--- src/rtl/sum_window_accum_pkg.sv ---
// Shared defaults and saturating-add helper for the window accumulator.
package sum_accum_pkg;

  localparam int DATA_W_DEF = 8;
  localparam int WINDOW_DEF = 8;
  localparam int ACC_W_DEF  = 16;
  localparam int CNT_W      = $clog2(WINDOW_DEF);

  typedef struct packed {
    logic        ovf;
    logic [31:0] sum;
  } sat_t;

  // Adds at one bit wider than the operands and clamps to 2^w - 1 (w < 32).
  function automatic sat_t sat_add(input logic [31:0] a, input logic [31:0] b,
                                   input int unsigned w);
    logic [32:0] s;
    logic [32:0] lim;
    sat_t        r;
    s   = {1'b0, a} + {1'b0, b};
    lim = (33'd1 << w) - 33'd1;
    if (s > lim) begin
      r.ovf = 1'b1;
      r.sum = lim[31:0];
    end else begin
      r.ovf = 1'b0;
      r.sum = s[31:0];
    end
    return r;
  endfunction

endpackage

--- src/rtl/sum_window_accum_if.sv ---
// Sample input and window-result output handshakes of the accumulator.
interface sum_window_accum_if
  import sum_accum_pkg::*;
#(
  parameter int DATA_W = DATA_W_DEF,
  parameter int ACC_W  = ACC_W_DEF
);
  logic              in_valid;
  logic              in_ready;
  logic [DATA_W-1:0] in_data;
  logic              out_valid;
  logic              out_ready;
  logic [ACC_W-1:0]  out_sum;
  logic [DATA_W-1:0] out_max;
  logic [DATA_W-1:0] out_min;
  logic              out_ovf;

  // Accumulator side.
  modport slave (
    input  in_valid, in_data, out_ready,
    output in_ready, out_valid, out_sum, out_max, out_min, out_ovf
  );

  // Upstream producer / downstream consumer side.
  modport master (
    output in_valid, in_data, out_ready,
    input  in_ready, out_valid, out_sum, out_max, out_min, out_ovf
  );
endinterface

--- src/rtl/sum_window_accum_minmax_track.sv ---
// Running max/min of the current window; exposes values including the current sample.
module minmax_track #(
  parameter int DATA_W = 8
) (
  input  logic              clk,
  input  logic              reset,
  input  logic              upd_i,
  input  logic              clr_i,
  input  logic [DATA_W-1:0] data_i,
  output logic [DATA_W-1:0] mx_nxt_o,
  output logic [DATA_W-1:0] mn_nxt_o
);
  logic [DATA_W-1:0] mx_q;
  logic [DATA_W-1:0] mn_q;

  // Candidate extremes if data_i is folded into the window.
  always_comb begin
    mx_nxt_o = (data_i > mx_q) ? data_i : mx_q;
    mn_nxt_o = (data_i < mn_q) ? data_i : mn_q;
  end

  // Track extremes; clear restarts the window with identity values.
  always_ff @(posedge clk) begin
    if (reset || clr_i) begin
      mx_q <= '0;
      mn_q <= '1;
    end else if (upd_i) begin
      mx_q <= mx_nxt_o;
      mn_q <= mn_nxt_o;
    end
  end
endmodule

--- src/rtl/sum_window_accum.sv ---
// Window accumulator: sum/max/min/overflow per WINDOW samples, with output holding register.
module sum_window_accum
  import sum_accum_pkg::*;
#(
  parameter int DATA_W = DATA_W_DEF,
  parameter int WINDOW = WINDOW_DEF,
  parameter int ACC_W  = ACC_W_DEF
) (
  input logic clk,
  input logic reset,
  sum_window_accum_if.slave bus
);
  localparam int             CW   = (WINDOW > 1) ? $clog2(WINDOW) : 1;
  localparam logic [CW-1:0]  LAST = CW'(WINDOW - 1);

  logic [CW-1:0]     cnt_q, cnt_d;
  logic [ACC_W-1:0]  acc_q, acc_d;
  logic              ovf_q, ovf_d;
  logic              ovalid_q, ovalid_d;
  logic [ACC_W-1:0]  osum_q, osum_d;
  logic [DATA_W-1:0] omax_q, omax_d;
  logic [DATA_W-1:0] omin_q, omin_d;
  logic              oovf_q, oovf_d;

  logic              is_last, rdy, beat, hs;
  logic [DATA_W-1:0] mx_nxt, mn_nxt;
  sat_t              sat;

  assign is_last = (cnt_q == LAST);
  // Stall only when the final beat would overwrite a result still pending;
  // depends on registered state only.
  assign rdy     = !(ovalid_q && is_last);
  assign beat    = bus.in_valid && rdy;
  assign hs      = ovalid_q && bus.out_ready;

  assign bus.in_ready  = rdy;
  assign bus.out_valid = ovalid_q;
  assign bus.out_sum   = osum_q;
  assign bus.out_max   = omax_q;
  assign bus.out_min   = omin_q;
  assign bus.out_ovf   = oovf_q;

  minmax_track #(.DATA_W(DATA_W)) u_minmax (
    .clk      (clk),
    .reset    (reset),
    .upd_i    (beat && !is_last),
    .clr_i    (beat && is_last),
    .data_i   (bus.in_data),
    .mx_nxt_o (mx_nxt),
    .mn_nxt_o (mn_nxt)
  );

  // Next-state: accumulate on non-final beats, publish and restart on the final beat.
  always_comb begin
    sat      = sat_add(32'(acc_q), 32'(bus.in_data), ACC_W);
    cnt_d    = cnt_q;
    acc_d    = acc_q;
    ovf_d    = ovf_q;
    ovalid_d = ovalid_q;
    osum_d   = osum_q;
    omax_d   = omax_q;
    omin_d   = omin_q;
    oovf_d   = oovf_q;
    if (hs) ovalid_d = 1'b0;
    if (beat) begin
      if (is_last) begin
        cnt_d    = '0;
        acc_d    = '0;
        ovf_d    = 1'b0;
        ovalid_d = 1'b1;
        osum_d   = sat.sum[ACC_W-1:0];
        omax_d   = mx_nxt;
        omin_d   = mn_nxt;
        oovf_d   = ovf_q | sat.ovf;
      end else begin
        cnt_d = cnt_q + 1'b1;
        acc_d = sat.sum[ACC_W-1:0];
        ovf_d = ovf_q | sat.ovf;
      end
    end
  end

  // State and output registers with synchronous reset.
  always_ff @(posedge clk) begin
    if (reset) begin
      cnt_q    <= '0;
      acc_q    <= '0;
      ovf_q    <= 1'b0;
      ovalid_q <= 1'b0;
      osum_q   <= '0;
      omax_q   <= '0;
      omin_q   <= '0;
      oovf_q   <= 1'b0;
    end else begin
      cnt_q    <= cnt_d;
      acc_q    <= acc_d;
      ovf_q    <= ovf_d;
      ovalid_q <= ovalid_d;
      osum_q   <= osum_d;
      omax_q   <= omax_d;
      omin_q   <= omin_d;
      oovf_q   <= oovf_d;
    end
  end
endmodule

--- src/flat_wrapper.sv ---
// flat-port wrapper written by rule: the top's interface ports become plain ports
module sum_window_accum_flat import sum_accum_pkg::*;
#(
  parameter int DATA_W = DATA_W_DEF,
  parameter int WINDOW = WINDOW_DEF,
  parameter int ACC_W  = ACC_W_DEF
)
  (clk, reset, bus_in_valid, bus_in_data, bus_out_ready, bus_in_ready, bus_out_valid, bus_out_sum, bus_out_max, bus_out_min, bus_out_ovf);
  sum_window_accum_if #(.DATA_W(DATA_W), .ACC_W(ACC_W)) bus_i ();
  input logic clk;
  input logic reset;
  input wire logic [$bits(bus_i.in_valid)-1:0] bus_in_valid;
  input wire logic [$bits(bus_i.in_data)-1:0] bus_in_data;
  input wire logic [$bits(bus_i.out_ready)-1:0] bus_out_ready;
  output wire logic [$bits(bus_i.in_ready)-1:0] bus_in_ready;
  output wire logic [$bits(bus_i.out_valid)-1:0] bus_out_valid;
  output wire logic [$bits(bus_i.out_sum)-1:0] bus_out_sum;
  output wire logic [$bits(bus_i.out_max)-1:0] bus_out_max;
  output wire logic [$bits(bus_i.out_min)-1:0] bus_out_min;
  output wire logic [$bits(bus_i.out_ovf)-1:0] bus_out_ovf;
  assign bus_i.in_valid = bus_in_valid;
  assign bus_i.in_data = bus_in_data;
  assign bus_i.out_ready = bus_out_ready;
  assign bus_in_ready = bus_i.in_ready;
  assign bus_out_valid = bus_i.out_valid;
  assign bus_out_sum = bus_i.out_sum;
  assign bus_out_max = bus_i.out_max;
  assign bus_out_min = bus_i.out_min;
  assign bus_out_ovf = bus_i.out_ovf;
  sum_window_accum #(.DATA_W(DATA_W), .WINDOW(WINDOW), .ACC_W(ACC_W)) u_core (.clk(clk), .reset(reset), .bus(bus_i));
endmodule
--- config.mk ---
export PLATFORM = sky130hd
export DESIGN_NAME = sum_window_accum_flat
export DESIGN_NICKNAME = d
export VERILOG_FILES = /design/src/rtl/sum_window_accum_pkg.sv /design/src/rtl/sum_window_accum_if.sv /design/src/rtl/sum_window_accum_minmax_track.sv /design/src/rtl/sum_window_accum.sv /design/src/flat_wrapper.sv
export SDC_FILE = /design/constraint.sdc
export NUM_CORES = 1
export LEC_CHECK = 0
export CORE_MARGIN = 5
export CORE_UTILIZATION = 60
export DETAILED_ROUTE_END_ITERATION = 10
export PLACE_DENSITY = 0.91
export SLEW_MARGIN = 20
export SYNTH_ARGS = -nofsm -noshare
export SYNTH_HDL_FRONTEND = slang
export SYNTH_SLANG_ARGS = --single-unit
--- constraint.sdc ---
create_clock -name clk -period 3.8 [get_ports clk]
set_clock_uncertainty 0.1 [all_clocks]
set_input_delay 0.57 -clock clk [delete_from_list [all_inputs] [get_ports clk]]
set_output_delay 0.57 -clock clk [all_outputs]
set_load 0.02 [all_outputs]
=== Word level (Yosys, flattened, before mapping) ===
Cells that the tools add are included.
Widths: inputs -> output; s select.

* Output and inout bits: 35
* Register bits after elaboration: 70
* Bits of input ports: 12
* Word-level logic and storage cells: 35

* Reductions and logical operators: 9
* Eq/ne operators: 1
* Muxes and demuxes: 9
* Add/subtract/negate cells: 2
* $lt $le $gt $ge: 3
* Bitwise gates (word level): 1

{| class="wikitable"
|+ Operator list
! kind !! count
|-
| $gt 33x16->1 const B || 1
|-
| $mux 33 || 1
|-
| $add 16x8->17 || 1
|-
| $mux 16 || 1
|-
| $mux 8 || 2
|-
| $gt 8x8->1 || 1
|-
| $lt 8x8->1 || 1
|-
| $logic_and 1x1->1 || 5
|-
| $mux 1 || 4
|-
| $add 3x1->3 const B || 1
|-
| $eq 3x3->1 const B || 1
|-
| $mux 3 || 1
|-
| $logic_not 1->1 || 2
|-
| $reduce_and 2->1 || 1
|-
| $logic_or 1x1->1 || 1
|-
| $or 1x1->1 || 1
|}

=== Longest topological paths before layout ===
* Depth after elaboration: 6
* Gate-level depth with buffers: 11
* Depth with buffers taken out: 9

=== Modules after synthesis ===
From an unflattened synthesis, not the netlist that was laid out.

* Cell total of the unflattened synthesis: 449
* Area total of the unflattened synthesis: 3674.8 um^2

{| class="wikitable"
|+ Modules (own cells, without submodules)
! module !! area each (um^2) !! cells each !! times used
|-
| sum_window_accum || 2482.4 || 306 || 1
|-
| minmax_track || 1192.4 || 143 || 1
|}

=== Worst setup path after synthesis ===
Ideal clock, no wire load.

* Path kind: input to register
* Start point: input port bus_in_data[0]
* End point: register u_core.osum_q[10], in the netlist u_core.bus.out_sum[10]
* Required time: 3609 ps
* Setup slack: 1407 ps
* Data arrival time: 2203 ps
* Cell stages on the path: 8
* Path buffers: 0
* Cell sequence: ha_1 > inv_1 > fa_1 > nand2b_1 > a21oi_2 > o2111ai_1 > xor2_1 > a311oi_1

* Cells in the longest elaborated chain, start to end: 3

{| class="wikitable"
|+ Ends and longest elaborated chain
! item !! line !! text
|-
| start: declaration || flat_wrapper.sv:13 || <nowiki>input wire logic [$bits(bus_i.in_data)-1:0] bus_in_data;</nowiki>
|-
| $add 16x8->17 * || sum_window_accum_pkg.sv:20 || <nowiki>s = {1'b0, a} + {1'b0, b};</nowiki>
|-
| $gt 33x16->1 || sum_window_accum_pkg.sv:22 || <nowiki>if (s > lim) begin</nowiki>
|-
| $mux 33 * || sum_window_accum_pkg.sv:22 ||
|-
| end signal: assignment || sum_window_accum.sv:99 || <nowiki>osum_q <= osum_d;</nowiki>
|-
| end: declaration || sum_window_accum.sv:20 || <nowiki>logic [ACC_W-1:0] osum_q, osum_d;</nowiki>
|}

Mark *: on every way between the ends. The rest lies on a longest branch, timed or not.
A chain may end at the register's enable or synchronous reset.

=== Final worst setup path ===
* Start point: input port bus_in_data[0]
* End point: register u_core.osum_q[6], in the netlist u_core.bus.out_sum[6]

The elaborated chain is that of the path after synthesis.

==> results.md <==
- Mean post-synth cell area: 8.96 um^2
- Post-CTS Repair Setup Buffers: 0
- Rows: 28
- Max_cap viols: 0
- Worst VDD drop: 0.295 mV
- Worst path bufs/invs: 2
- Unrepaired setup endpoints after global routing: false
- Mapped Nets: 450
- Slew Limit Headroom: 41.7%
- CP delay by family, top: buffers and inverters
- Placed inst area: 4170 um^2
- Longest Clk Path Bufs: 2
- Die area: 7820 um^2
- Critical path class: in -> reg
- Tightest hold margin: 0.346 ns
- Uppermost layer routed: met4
- Setup TNS: 0 ns
- Post-Route WL: 9440 um
- First-pass GRT wire length: 16400 um
- Worst-path clk slew: 0.08 ns
- DR WL met3: 637 um
- Most frequent cell after synthesis: dfxtp_1
- Tmin final: 3.13 ns
- Hold_sp: u_core.bus.out_sum[3]
- Hold Crit Depth: 2
- Worst slack at placement: 0.420 ns
- Slowest cell on the critical path: clkdlybuf4s50_1
- Setup crit start: bus_in_data[0]
- Vias in the first global route: 3427
- CTS tree: yes
- Unique masters post-synth: 63
- Synth Instances: 412
- PwrDens: 392 nW/um^2
- Vias/cell: 6.29
- Fin area: 4370 um^2
- Worst setup SP type: primary input
- Setup ws final: 0.674 ns
- Share of cells above drive strength 1: 10.5%
- Synth area leaders: dfxtp_1 38%, ha_1 8.5%, nand2_1 4.2%, nor2_1 3.4%, a22o_1 3.1%
- Antenna cells: 0
- Boundary Pins: 47
- Initial Util: 62.0%
- Chip Height: 88.4 um
- Detail Placement HPWL: 6740 um
- Yosys warning total: 0
- Num Clock Sinks: 70
- Largest net degree at the start of global routing: 29
- Met2 Wirelength: 4380 um
- Crit path max fanout: 14
- Top post-synthesis cells by count: 70 x dfxtp_1, 41 x nand2_1, 33 x nor2_1
- # port buffers: 46
- Reg2reg end: u_core.u_minmax.mn_q[2]
- EDFF count, synth: 0
- Worst R2R Start: u_core.cnt_q[0]
- Yosys top cell by area: dfxtp_1
- Final worst path period share: 82.3%
- Routed met1 length: 4210 um
- Sequential area share after synthesis: 38.0%
- Worst R2R Setup Slack: 1.19 ns
- FF-to-FF path depth: 7
- Lkg Pwr: 1.69 nW
- Hold-fix buffers at CTS: 0
- Synth Flop Type: dfxtp_1
- Layout Area Growth over Synthesis: 18.4%
- Gp weighted congestion: 0.903
- Root buffer cell: clkbuf_8
- Status: completed
- Initial drt markers: 332
- Mapped cell area: 3690 um^2
- Largest stage delay, worst path: 0.67 ns
- HP Class: reg -> reg
- Tightest Pin Transition: 0.871 ns
- H-tree depth: 3
- Ys async rst share: 0%
- Total number of vias: 3352
- Non-Filler Instances: 533
- CTS buffer count: 9
- DP Cell Count: 517
- Drt wl/cell: 17.7 um
- Arrival time worst endpoint: 3.29 ns
- Routed Antenna Nets: 0
- Hold Vio Cnt, Final: 0
- Core area: 5960 um^2
- Total GRT Usage: 27.3%
- Clock Latency Late Sink: 0.35 ns
- Final net count: 491
- # setup viols final: 0
- Drt drc: 0
- Pre-antenna DRT Iters: 5
- Slew Viols, Final: 0
- Total grt overflow: 0
- Number of synthesized register bits: 70
- Initial antenna violation count: 0
- Data required time of the worst path: 3.96 ns
- Max frequency: 0.320 GHz
- Post_cts resized: 0
- Kind of end point of the critical path: register
- WHS Endpoint: u_core.bus.out_sum[3]
- Critical-path cell list: clkdlybuf4s50_1, ha_1, inv_1, fa_1, nand2b_1, a21oi_2, o21ai_4, nor2_4, nor2_1, a211oi_1
- Die Span X: 88.4 um
- Area share of the largest cell type after synthesis: 38.0%
-- routing by layer --
layer | global-route usage (%) | vias up
met1 | 35.8 | 1614
met2 | 43.4 | 149
met3 | 7.08 | 25
met4 | 9.89 | 0
li1 | - | 1564
met5 | 0 | -
-- cells in the final DEF, fill, tap and decap left out, drive strengths merged, types with 2 or more instances in the layout --
master,n
nor3,6
a31oi,2
o21a,3
o31ai,2
xnor2,6
and2,2
a21oi,27
buf,7
nor2,36
clkinvlp,2
a211oi,11
dfxtp,70
nand4,4
and3,3
a22o,13
o21ai,25
clkinv,2
mux2i,8
a311oi,5
nand2b,9
nand3,16
o211ai,3
or3,2
nand2,43
o2111ai,4
o311ai,7
a21o,7
nor2b,2
inv,25
ha,25
clkbuf,11
o22a,8
xor2,4
clkdlybuf4s50,46
-- stage by stage --
stage / total power [mW] / util [%]
2_1_floorplan: 1.03 / -
4_1_cts: 1.71 / 73.4
3_3_place_gp: 1.09 / 70.1
3_5_place_dp: 1.10 / 70.1
5_1_grt: 1.79 / 73.4
6_report: 1.71 / 73.4
-- flip-flops by register name (all words and copies together) (netlist names) --
| signal | count |
|---|---|
| u_core.acc_q | 16 |
| u_core.bus.out_sum | 16 |
| u_core.bus.out_max | 8 |
| u_core.bus.out_min | 8 |
| u_core.u_minmax.mn_q | 8 |
| u_core.u_minmax.mx_q | 8 |
| u_core.cnt_q | 3 |
| u_core.bus.out_ovf | 1 |
| u_core.bus.out_valid | 1 |
| u_core.ovf_q | 1 |
-- worst max path at each step --
stage	cells past startpoint	endpoint	slack, ns
after floorplan	8	u_core.bus.out_sum[10]	1.41
after global placement	10	u_core.bus.out_sum[6]	0.58
after detailed placement	10	u_core.bus.out_sum[6]	0.42
after CTS	10	u_core.bus.out_sum[6]	0.77
after global routing	10	u_core.bus.out_sum[6]	0.55
final	10	u_core.bus.out_sum[6]	0.67
-- cells by family (layout without fill, tap and decap cells) --
family / count (synthesis) / in the layout / synth area share, %
AO/OA/AOI/OAI: 125 / 125 / 25.8
multiplexers: 9 / 9 / 2.47
buffers and inverters: 48 / 94 / 5.96
XOR/XNOR: 10 / 10 / 2.37
flip-flops: 70 / 70 / 38.0
AND/OR/NAND/NOR: 124 / 124 / 16.5
adder cells (fa/ha/maj): 26 / 26 / 9.01
-- worst reg2reg max path: stages (launching register included) --
cell and delay, ns:
dfxtp_1 0.36, ha_1 0.16, ha_1 0.42, nand2_2 0.12, and2_1 0.27, nor2_1 0.69
a21oi_4 0.14, o22a_1 0.24
-- layout make-up --
class / instances / area, um^2
inverters: 25 / 93.8
fillers: 434 / 1580
repair buffers: 53 / 513
multi-input cells: 294 / 2070
flip-flops and latches: 70 / 1400
well taps: 75 / 93.8
clock buffers: 11 / 141
clock inverters: 5 / 58.8
-- power by group --
| group | internal (mW) | switching [mW] |
|---|---|---|
| registers | 0.762 | 0.0235 |
| logic | 0.127 | 0.187 |
| clock network | 0.321 | 0.294 |
Power figures use the tool's default switching activity.
